===== config.mk =====
export PLATFORM = sky130hd
export DESIGN_NAME = ctrl_pipe_unit_flat
export DESIGN_NICKNAME = d
export VERILOG_FILES = /design/src/rtl/ctrl_pipe_unit_if.sv /design/src/rtl/ctrl_pipe_unit.sv /design/src/flat_wrapper.sv
export SDC_FILE = /design/constraint.sdc
export NUM_CORES = 1
export LEC_CHECK = 0
export ABC_AREA = 1
export CAP_MARGIN = 5
export CORE_MARGIN = 10
export CORE_UTILIZATION = 44
export CTS_BUF_LIST = sky130_fd_sc_hd__clkbuf_8
export DETAILED_ROUTE_END_ITERATION = 16
export PLACE_DENSITY = 0.7
export SETUP_SLACK_MARGIN = 0.1
export SLEW_MARGIN = 30
export SYNTH_ARGS = -nofsm -noshare
export SYNTH_HDL_FRONTEND = slang
export SYNTH_SLANG_ARGS = --single-unit

===== constraint.sdc =====
create_clock -name clk -period 2.1 [get_ports clk]
set_input_delay 0.315 -clock clk [delete_from_list [all_inputs] [get_ports clk]]
set_output_delay 0.315 -clock clk [all_outputs]
set_load 0.01 [all_outputs]

===== src/rtl/ctrl_pipe_unit_if.sv =====
// Camera capture handshake between the control unit and the camera block.
interface ctrl_pipe_unit_if;
  logic cam_req;
  logic cam_done;
  logic cam_err;

  modport master (output cam_req, output cam_err, input cam_done);
  modport slave  (input cam_req, input cam_err, output cam_done);
endinterface


===== src/rtl/ctrl_pipe_unit.sv =====
// Pipelined control unit: D-stage decode, E/M/W control registers and a sequencer
// that stalls D for multi-cycle MULT and camera (PIC) operations.
module ctrl_pipe_unit #(
    parameter int FUNCT_W     = 4,
    parameter int ALUC_W      = 4,
    parameter int MULT_LAT    = 3,
    parameter int PIC_TIMEOUT = 1024
) (
    input  logic               clk,
    input  logic               rst_n,
    input  logic [FUNCT_W-1:0] funct_d,
    input  logic               opcode_d,
    input  logic               valid_d,
    input  logic               hazard_d,
    input  logic               cond_e,
    ctrl_pipe_unit_if.master   cam,
    output logic [1:0]         reg_src_d,
    output logic [1:0]         imm_src_d,
    output logic               stall_d,
    output logic               illegal_d,
    output logic               alu_src_e,
    output logic [ALUC_W-1:0]  alu_ctrl_e,
    output logic               mem_to_reg_e,
    output logic               reg_write_e,
    output logic               plus_one_e,
    output logic               branch_e,
    output logic               branch_taken_e,
    output logic               reg_write_m,
    output logic               mem_write_m,
    output logic               mem_to_reg_m,
    output logic               pcsrc_m,
    output logic               reg_write_w,
    output logic               mem_to_reg_w,
    output logic               pcsrc_w
);

    localparam int CNT_MAX = (MULT_LAT > PIC_TIMEOUT) ? MULT_LAT : PIC_TIMEOUT;
    localparam int CNT_W   = $clog2(CNT_MAX);

    typedef enum logic [FUNCT_W-1:0] {
        F_ADD     = FUNCT_W'(0),
        F_SUB     = FUNCT_W'(1),
        F_MULT    = FUNCT_W'(2),
        F_LOAD    = FUNCT_W'(3),
        F_STR     = FUNCT_W'(4),
        F_SL      = FUNCT_W'(5),
        F_SR      = FUNCT_W'(6),
        F_B       = FUNCT_W'(7),
        F_PIC     = FUNCT_W'(8),
        F_AVG     = FUNCT_W'(9),
        F_STR_ONE = FUNCT_W'(10),
        F_THI     = FUNCT_W'(11)
    } funct_t;

    typedef enum logic [ALUC_W-1:0] {
        ALU_ADD  = ALUC_W'(0),
        ALU_SUB  = ALUC_W'(1),
        ALU_MULT = ALUC_W'(2),
        ALU_BUF  = ALUC_W'(3),
        ALU_SL   = ALUC_W'(4),
        ALU_SR   = ALUC_W'(5),
        ALU_AV   = ALUC_W'(6),
        ALU_THI  = ALUC_W'(7)
    } aluc_t;

    typedef enum logic [1:0] {RUN, MUL, CAM} state_t;

    typedef struct packed {
        logic              aluSrc;
        logic [ALUC_W-1:0] aluCtrl;
        logic              memToReg;
        logic              regWrite;
        logic              memWrite;
        logic              plusOne;
        logic              branch;
    } ctrlE_t;

    localparam ctrlE_t BUBBLE = '{aluSrc: 1'b0, aluCtrl: ALU_BUF, memToReg: 1'b0,
                                  regWrite: 1'b0, memWrite: 1'b0, plusOne: 1'b0, branch: 1'b0};

    state_t             state, stateNext;
    logic [CNT_W-1:0]   cnt, cntNext;
    ctrlE_t             dec, eReg;
    logic               illegalFunct, isMult, isPic, issue, timeoutHit;

    always_comb begin
        dec          = BUBBLE;
        dec.aluSrc   = opcode_d;
        dec.regWrite = 1'b1;
        reg_src_d    = 2'b00;
        imm_src_d    = 2'b00;
        isMult       = 1'b0;
        isPic        = 1'b0;
        illegalFunct = 1'b0;
        case (funct_t'(funct_d))
            F_ADD:  dec.aluCtrl = ALU_ADD;
            F_SUB:  dec.aluCtrl = ALU_SUB;
            F_MULT: begin dec.aluCtrl = ALU_MULT; isMult = 1'b1; end
            F_LOAD: begin dec.memToReg = 1'b1; imm_src_d = 2'b01; end
            F_STR: begin
                dec.regWrite = 1'b0;
                dec.memWrite = 1'b1;
                reg_src_d    = 2'b10;
                imm_src_d    = 2'b01;
            end
            F_SL:   dec.aluCtrl = ALU_SL;
            F_SR:   dec.aluCtrl = ALU_SR;
            F_B: begin
                dec.regWrite = 1'b0;
                dec.branch   = 1'b1;
                reg_src_d    = 2'b01;
                imm_src_d    = 2'b10;
            end
            F_PIC:  begin dec.regWrite = 1'b0; isPic = 1'b1; end
            F_AVG:  dec.aluCtrl = ALU_AV;
            F_STR_ONE: begin
                dec.regWrite = 1'b0;
                dec.memWrite = 1'b1;
                dec.plusOne  = 1'b1;
                reg_src_d    = 2'b10;
            end
            F_THI:  dec.aluCtrl = ALU_THI;
            default: illegalFunct = 1'b1;
        endcase
    end

    assign illegal_d      = valid_d & illegalFunct;
    assign branch_taken_e = eReg.branch & cond_e;
    assign issue          = valid_d & ~illegalFunct & ~stall_d & ~branch_taken_e;

    always_ff @(posedge clk) begin
        if (!rst_n) begin
            state <= RUN;
            cnt   <= '0;
        end else begin
            state <= stateNext;
            cnt   <= cntNext;
        end
    end

    always_comb begin
        stateNext  = state;
        cntNext    = cnt;
        timeoutHit = 1'b0;
        case (state)
            RUN: begin
                if (issue && isMult && MULT_LAT > 1) begin
                    stateNext = MUL;
                    cntNext   = CNT_W'(MULT_LAT - 2);
                end else if (issue && isPic) begin
                    stateNext = CAM;
                    cntNext   = '0;
                end
            end
            MUL: begin
                if (cnt == '0) stateNext = RUN;
                else           cntNext   = cnt - 1'b1;
            end
            CAM: begin
                cntNext = cnt + 1'b1;
                // A done pulse on the final timeout cycle still counts as success.
                if (cam.cam_done) begin
                    stateNext = RUN;
                end else if (cnt == CNT_W'(PIC_TIMEOUT - 1)) begin
                    stateNext  = RUN;
                    timeoutHit = 1'b1;
                end
            end
            default: stateNext = RUN;
        endcase
    end

    always_comb begin
        stall_d     = hazard_d | (state != RUN);
        cam.cam_req = (state == CAM);
    end

    always_ff @(posedge clk) begin
        if (!rst_n) begin
            eReg         <= BUBBLE;
            reg_write_m  <= 1'b0;
            mem_write_m  <= 1'b0;
            mem_to_reg_m <= 1'b0;
            pcsrc_m      <= 1'b0;
            reg_write_w  <= 1'b0;
            mem_to_reg_w <= 1'b0;
            pcsrc_w      <= 1'b0;
            cam.cam_err  <= 1'b0;
        end else begin
            // MULT sits in E for its whole latency while M is fed bubbles.
            if (state != MUL) eReg <= issue ? dec : BUBBLE;
            if (state == MUL) begin
                reg_write_m  <= 1'b0;
                mem_write_m  <= 1'b0;
                mem_to_reg_m <= 1'b0;
                pcsrc_m      <= 1'b0;
            end else begin
                reg_write_m  <= eReg.regWrite;
                mem_write_m  <= eReg.memWrite;
                mem_to_reg_m <= eReg.memToReg;
                pcsrc_m      <= branch_taken_e;
            end
            reg_write_w  <= reg_write_m;
            mem_to_reg_w <= mem_to_reg_m;
            pcsrc_w      <= pcsrc_m;
            cam.cam_err  <= timeoutHit;
        end
    end

    assign alu_src_e    = eReg.aluSrc;
    assign alu_ctrl_e   = eReg.aluCtrl;
    assign mem_to_reg_e = eReg.memToReg;
    assign reg_write_e  = eReg.regWrite;
    assign plus_one_e   = eReg.plusOne;
    assign branch_e     = eReg.branch;

endmodule


===== src/flat_wrapper.sv =====
// flat-port wrapper written by rule: the top's interface ports become plain ports
module ctrl_pipe_unit_flat 
#(
    parameter int FUNCT_W     = 4,
    parameter int ALUC_W      = 4,
    parameter int MULT_LAT    = 3,
    parameter int PIC_TIMEOUT = 1024
)
  (clk, rst_n, funct_d, opcode_d, valid_d, hazard_d, cond_e, reg_src_d, imm_src_d, stall_d, illegal_d, alu_src_e, alu_ctrl_e, mem_to_reg_e, reg_write_e, plus_one_e, branch_e, branch_taken_e, reg_write_m, mem_write_m, mem_to_reg_m, pcsrc_m, reg_write_w, mem_to_reg_w, pcsrc_w, cam_cam_req, cam_cam_err, cam_cam_done);
  ctrl_pipe_unit_if cam_i ();
  input  logic clk;
  input  logic rst_n;
  input  logic [FUNCT_W-1:0] funct_d;
  input  logic opcode_d;
  input  logic valid_d;
  input  logic hazard_d;
  input  logic cond_e;
  output logic [1:0] reg_src_d;
  output logic [1:0] imm_src_d;
  output logic stall_d;
  output logic illegal_d;
  output logic alu_src_e;
  output logic [ALUC_W-1:0] alu_ctrl_e;
  output logic mem_to_reg_e;
  output logic reg_write_e;
  output logic plus_one_e;
  output logic branch_e;
  output logic branch_taken_e;
  output logic reg_write_m;
  output logic mem_write_m;
  output logic mem_to_reg_m;
  output logic pcsrc_m;
  output logic reg_write_w;
  output logic mem_to_reg_w;
  output logic pcsrc_w;
  output wire logic [$bits(cam_i.cam_req)-1:0] cam_cam_req;
  output wire logic [$bits(cam_i.cam_err)-1:0] cam_cam_err;
  input wire logic [$bits(cam_i.cam_done)-1:0] cam_cam_done;
  assign cam_cam_req = cam_i.cam_req;
  assign cam_cam_err = cam_i.cam_err;
  assign cam_i.cam_done = cam_cam_done;
  ctrl_pipe_unit #(.FUNCT_W(FUNCT_W), .ALUC_W(ALUC_W), .MULT_LAT(MULT_LAT), .PIC_TIMEOUT(PIC_TIMEOUT)) u_core (.clk(clk), .rst_n(rst_n), .funct_d(funct_d), .opcode_d(opcode_d), .valid_d(valid_d), .hazard_d(hazard_d), .cond_e(cond_e), .cam(cam_i), .reg_src_d(reg_src_d), .imm_src_d(imm_src_d), .stall_d(stall_d), .illegal_d(illegal_d), .alu_src_e(alu_src_e), .alu_ctrl_e(alu_ctrl_e), .mem_to_reg_e(mem_to_reg_e), .reg_write_e(reg_write_e), .plus_one_e(plus_one_e), .branch_e(branch_e), .branch_taken_e(branch_taken_e), .reg_write_m(reg_write_m), .mem_write_m(mem_write_m), .mem_to_reg_m(mem_to_reg_m), .pcsrc_m(pcsrc_m), .reg_write_w(reg_write_w), .mem_to_reg_w(mem_to_reg_w), .pcsrc_w(pcsrc_w));
endmodule

==> metrics.cfg <==
[sta]
relSlewSlack=0.549
rsz0062_at_grt=true
finalHoldViolations=0
setup_viol_count_final=0
setup_tns_ns=0
fin_crit_sh=0.913
skew_ns=0.00686
max_freq_ghz=0.522
tightest_slew_ns=0.676
slew_violations=0
finalCriticalPeriod_ns=1.92

[placed_design]
gp_congestion=0.893
post_dp_cell_area_um2=2410
dp_hpwl_um=3850
port_buffers=34

[worst_setup_path]
rr_worst_depth=13
setup.worst_path.start=u_core.state[0]
regToRegEndpoint=u_core.cnt[8]
critical_path_peak_fanout=3
path_class=flop to flop
cp-end-kind=flop
r2r_setup_slack_ns=0.18
cp-start-kind=flop
required_ns=2.32
arrival_ns=2.13
worstReg2RegStart=u_core.state[0]

[final_layout]
final_common_cell=nand2_1
diodes=0
multi_input_area_um2=1250
fillerInstances=373
nNetsFinal=371
fin_area_um2=2640
max_flop_register=u_core.cnt
seqCellArea_um2=582
final_cell_mix=nand2_1 (86), inv_1 (40), nor2_1 (33)
areaGrowthSynthToFinish_pct=37.6
largest_reg_flops=10
drive_gt1_frac=0.175

[routing]
first_pass_iters=4
wl_um=4940
drtIter0Drc=102
num_vias=1958
ant_nets=0
avgRoutedWirePerCell_um=12.4
post-route-drc-count=0
via_per_inst=4.92

[grt]
grt_use_met2=0.206
grt_first_pass_wirelength_um=8200
grt_pass1_vias=1782
track_usage=0.135
grt_overflow=0
met3_usage=0.0378
grt_max_degree=21
met1_usage=0.168
grt_busiest_layer=met2
grt_antenna_before_repair=0

[cts]
h-tree-depth=2
hold_buffers=0
cts_made_buffers=5
cts_setup_buffers=0
clockBufferDepth=2
root_buffer=clkbuf_8
path_clk_slew_ns=0.07
cts_tree=done
cts.sinks=29
clk_latency_ns=0.29

[die]
io_pins=36
dieArea_um2=7390
die_y_um=86.0
core_um2=4120
initial_core_util=0.465
die_x_um=86.0
row_count=23

[min_path]
hp-start=u_core.mem_to_reg_m
whs_endpoint=u_core.mem_to_reg_w
hold_path.class=flop to flop
min_path_cells=2

[logic_synthesis]
ys_warn_count=0
ys_seq_area_frac=0.303
synth_nets=319
synth-seq-cells=29
syn_area_per_cell_um2=6.49
syn_area_um2=1920
synthCells=295
synth_cell_type_count=35

[power]
ir_drop_v=0.000508
p_per_area_nw_per_um2=689
p_leak_nw=1.23

[run_status]
status=finished clean

[run]
cap_violations=0

## cells by family (layout without fill, tap and decap cells)
group,after synthesis,count (layout),synth area share
XOR/XNOR,4,4,0.0183
AO/OA/AOI/OAI,32,32,0.0914
AND/OR/NAND/NOR,163,163,0.383
other,1,1,0.00196
adder cells (fa/ha/maj),13,13,0.0888
buffers and inverters,53,106,0.114
flip-flops,29,29,0.303
## metrics by stage
| step | util | setup WS [ns] | cells | hold WS, ns | power (mW) |
|---|---|---|---|---|---|
| after floorplan | - | 0.155 | 295 | 0.393 | 1.08 |
| after global placement | 0.587 | 0.00903 | 390 | 0.418 | 1.27 |
| after detailed placement | 0.587 | -0.0418 | 390 | 0.425 | 1.28 |
| after CTS | 0.609 | 0.101 | 398 | 0.435 | 1.74 |
| after global routing | 0.640 | 0.0143 | 398 | 0.462 | 1.95 |
| final | 0.640 | 0.183 | 398 | 0.431 | 1.82 |
## where the power goes
part / internal, mW / switching, mW / total [mW]
Clock: 0.228 / 0.227 / 0.455
Combinational: 0.333 / 0.431 / 0.763
Sequential: 0.572 / 0.0263 / 0.598
## synth_stat cells (all sizes together)
library cell / instances / area (um^2)
nand2: 90 / 358
inv: 45 / 171
nor2: 40 / 181
dfxtp: 29 / 581
nand3: 22 / 128
a21oi: 21 / 105
ha: 12 / 150
nand4: 6 / 37.5
buf: 5 / 35.0
o21ai: 5 / 25.0
clkbuf: 3 / 11.3
xnor2: 3 / 26.3
a22oi: 2 / 15.0
nor3: 2 / 10.0
a211o: 1 / 8.76
a31oi: 1 / 6.26
and2: 1 / 6.26
conb: 1 / 3.75
fa: 1 / 20.0
nor4: 1 / 6.26
o211ai: 1 / 7.51
o21bai: 1 / 7.51
or2: 1 / 6.26
xor2: 1 / 8.76
## how the worst max path moves through the flow
stage	endpoint	slack (ns)
after floorplan	u_core.cnt[8]	0.15
after global placement	reg_src_d[1]	0.009
after detailed placement	reg_src_d[1]	-0.04
after CTS	u_core.cnt[8]	0.10
after global routing	u_core.cnt[8]	0.01
final	u_core.cnt[8]	0.18
## critical path, stage by stage, from the launching register on
cell,delay [ns]
dfxtp_2,0.33
inv_1,0.08
ha_4,0.19
buf_4,0.14
fa_2,0.40
inv_2,0.07
nand3_1,0.08
nand3_2,0.09
nand2_1,0.09
nand2_1,0.07
nand2_1,0.05
nand2_1,0.06
nand3_1,0.09
a21oi_2,0.12
## area by class of cell
type | count | area share
multi-input cells | 213 | 0.474
flip-flops and latches | 29 | 0.221
repair buffers | 53 | 0.182
inverters | 45 | 0.0670
clock buffers | 5 | 0.0261
well taps | 50 | 0.0237
clock inverters | 3 | 0.00665
## repair_timing
action | 4_1_cts | 5_1_grt
gates resized for setup | 9 | 20
setup endpoints to repair | 7 | 7
hold endpoints to repair | 0 | 0
pin swaps | 1 | 1
## routing by layer
metal / part of all wire / up-vias
li1: - / 1034
met1: 0.46 / 871
met2: 0.47 / 44
met3: 0.054 / 9
met4: 0.017 / 0
met5: 0 / -
(Power assumes the default switching activity.)
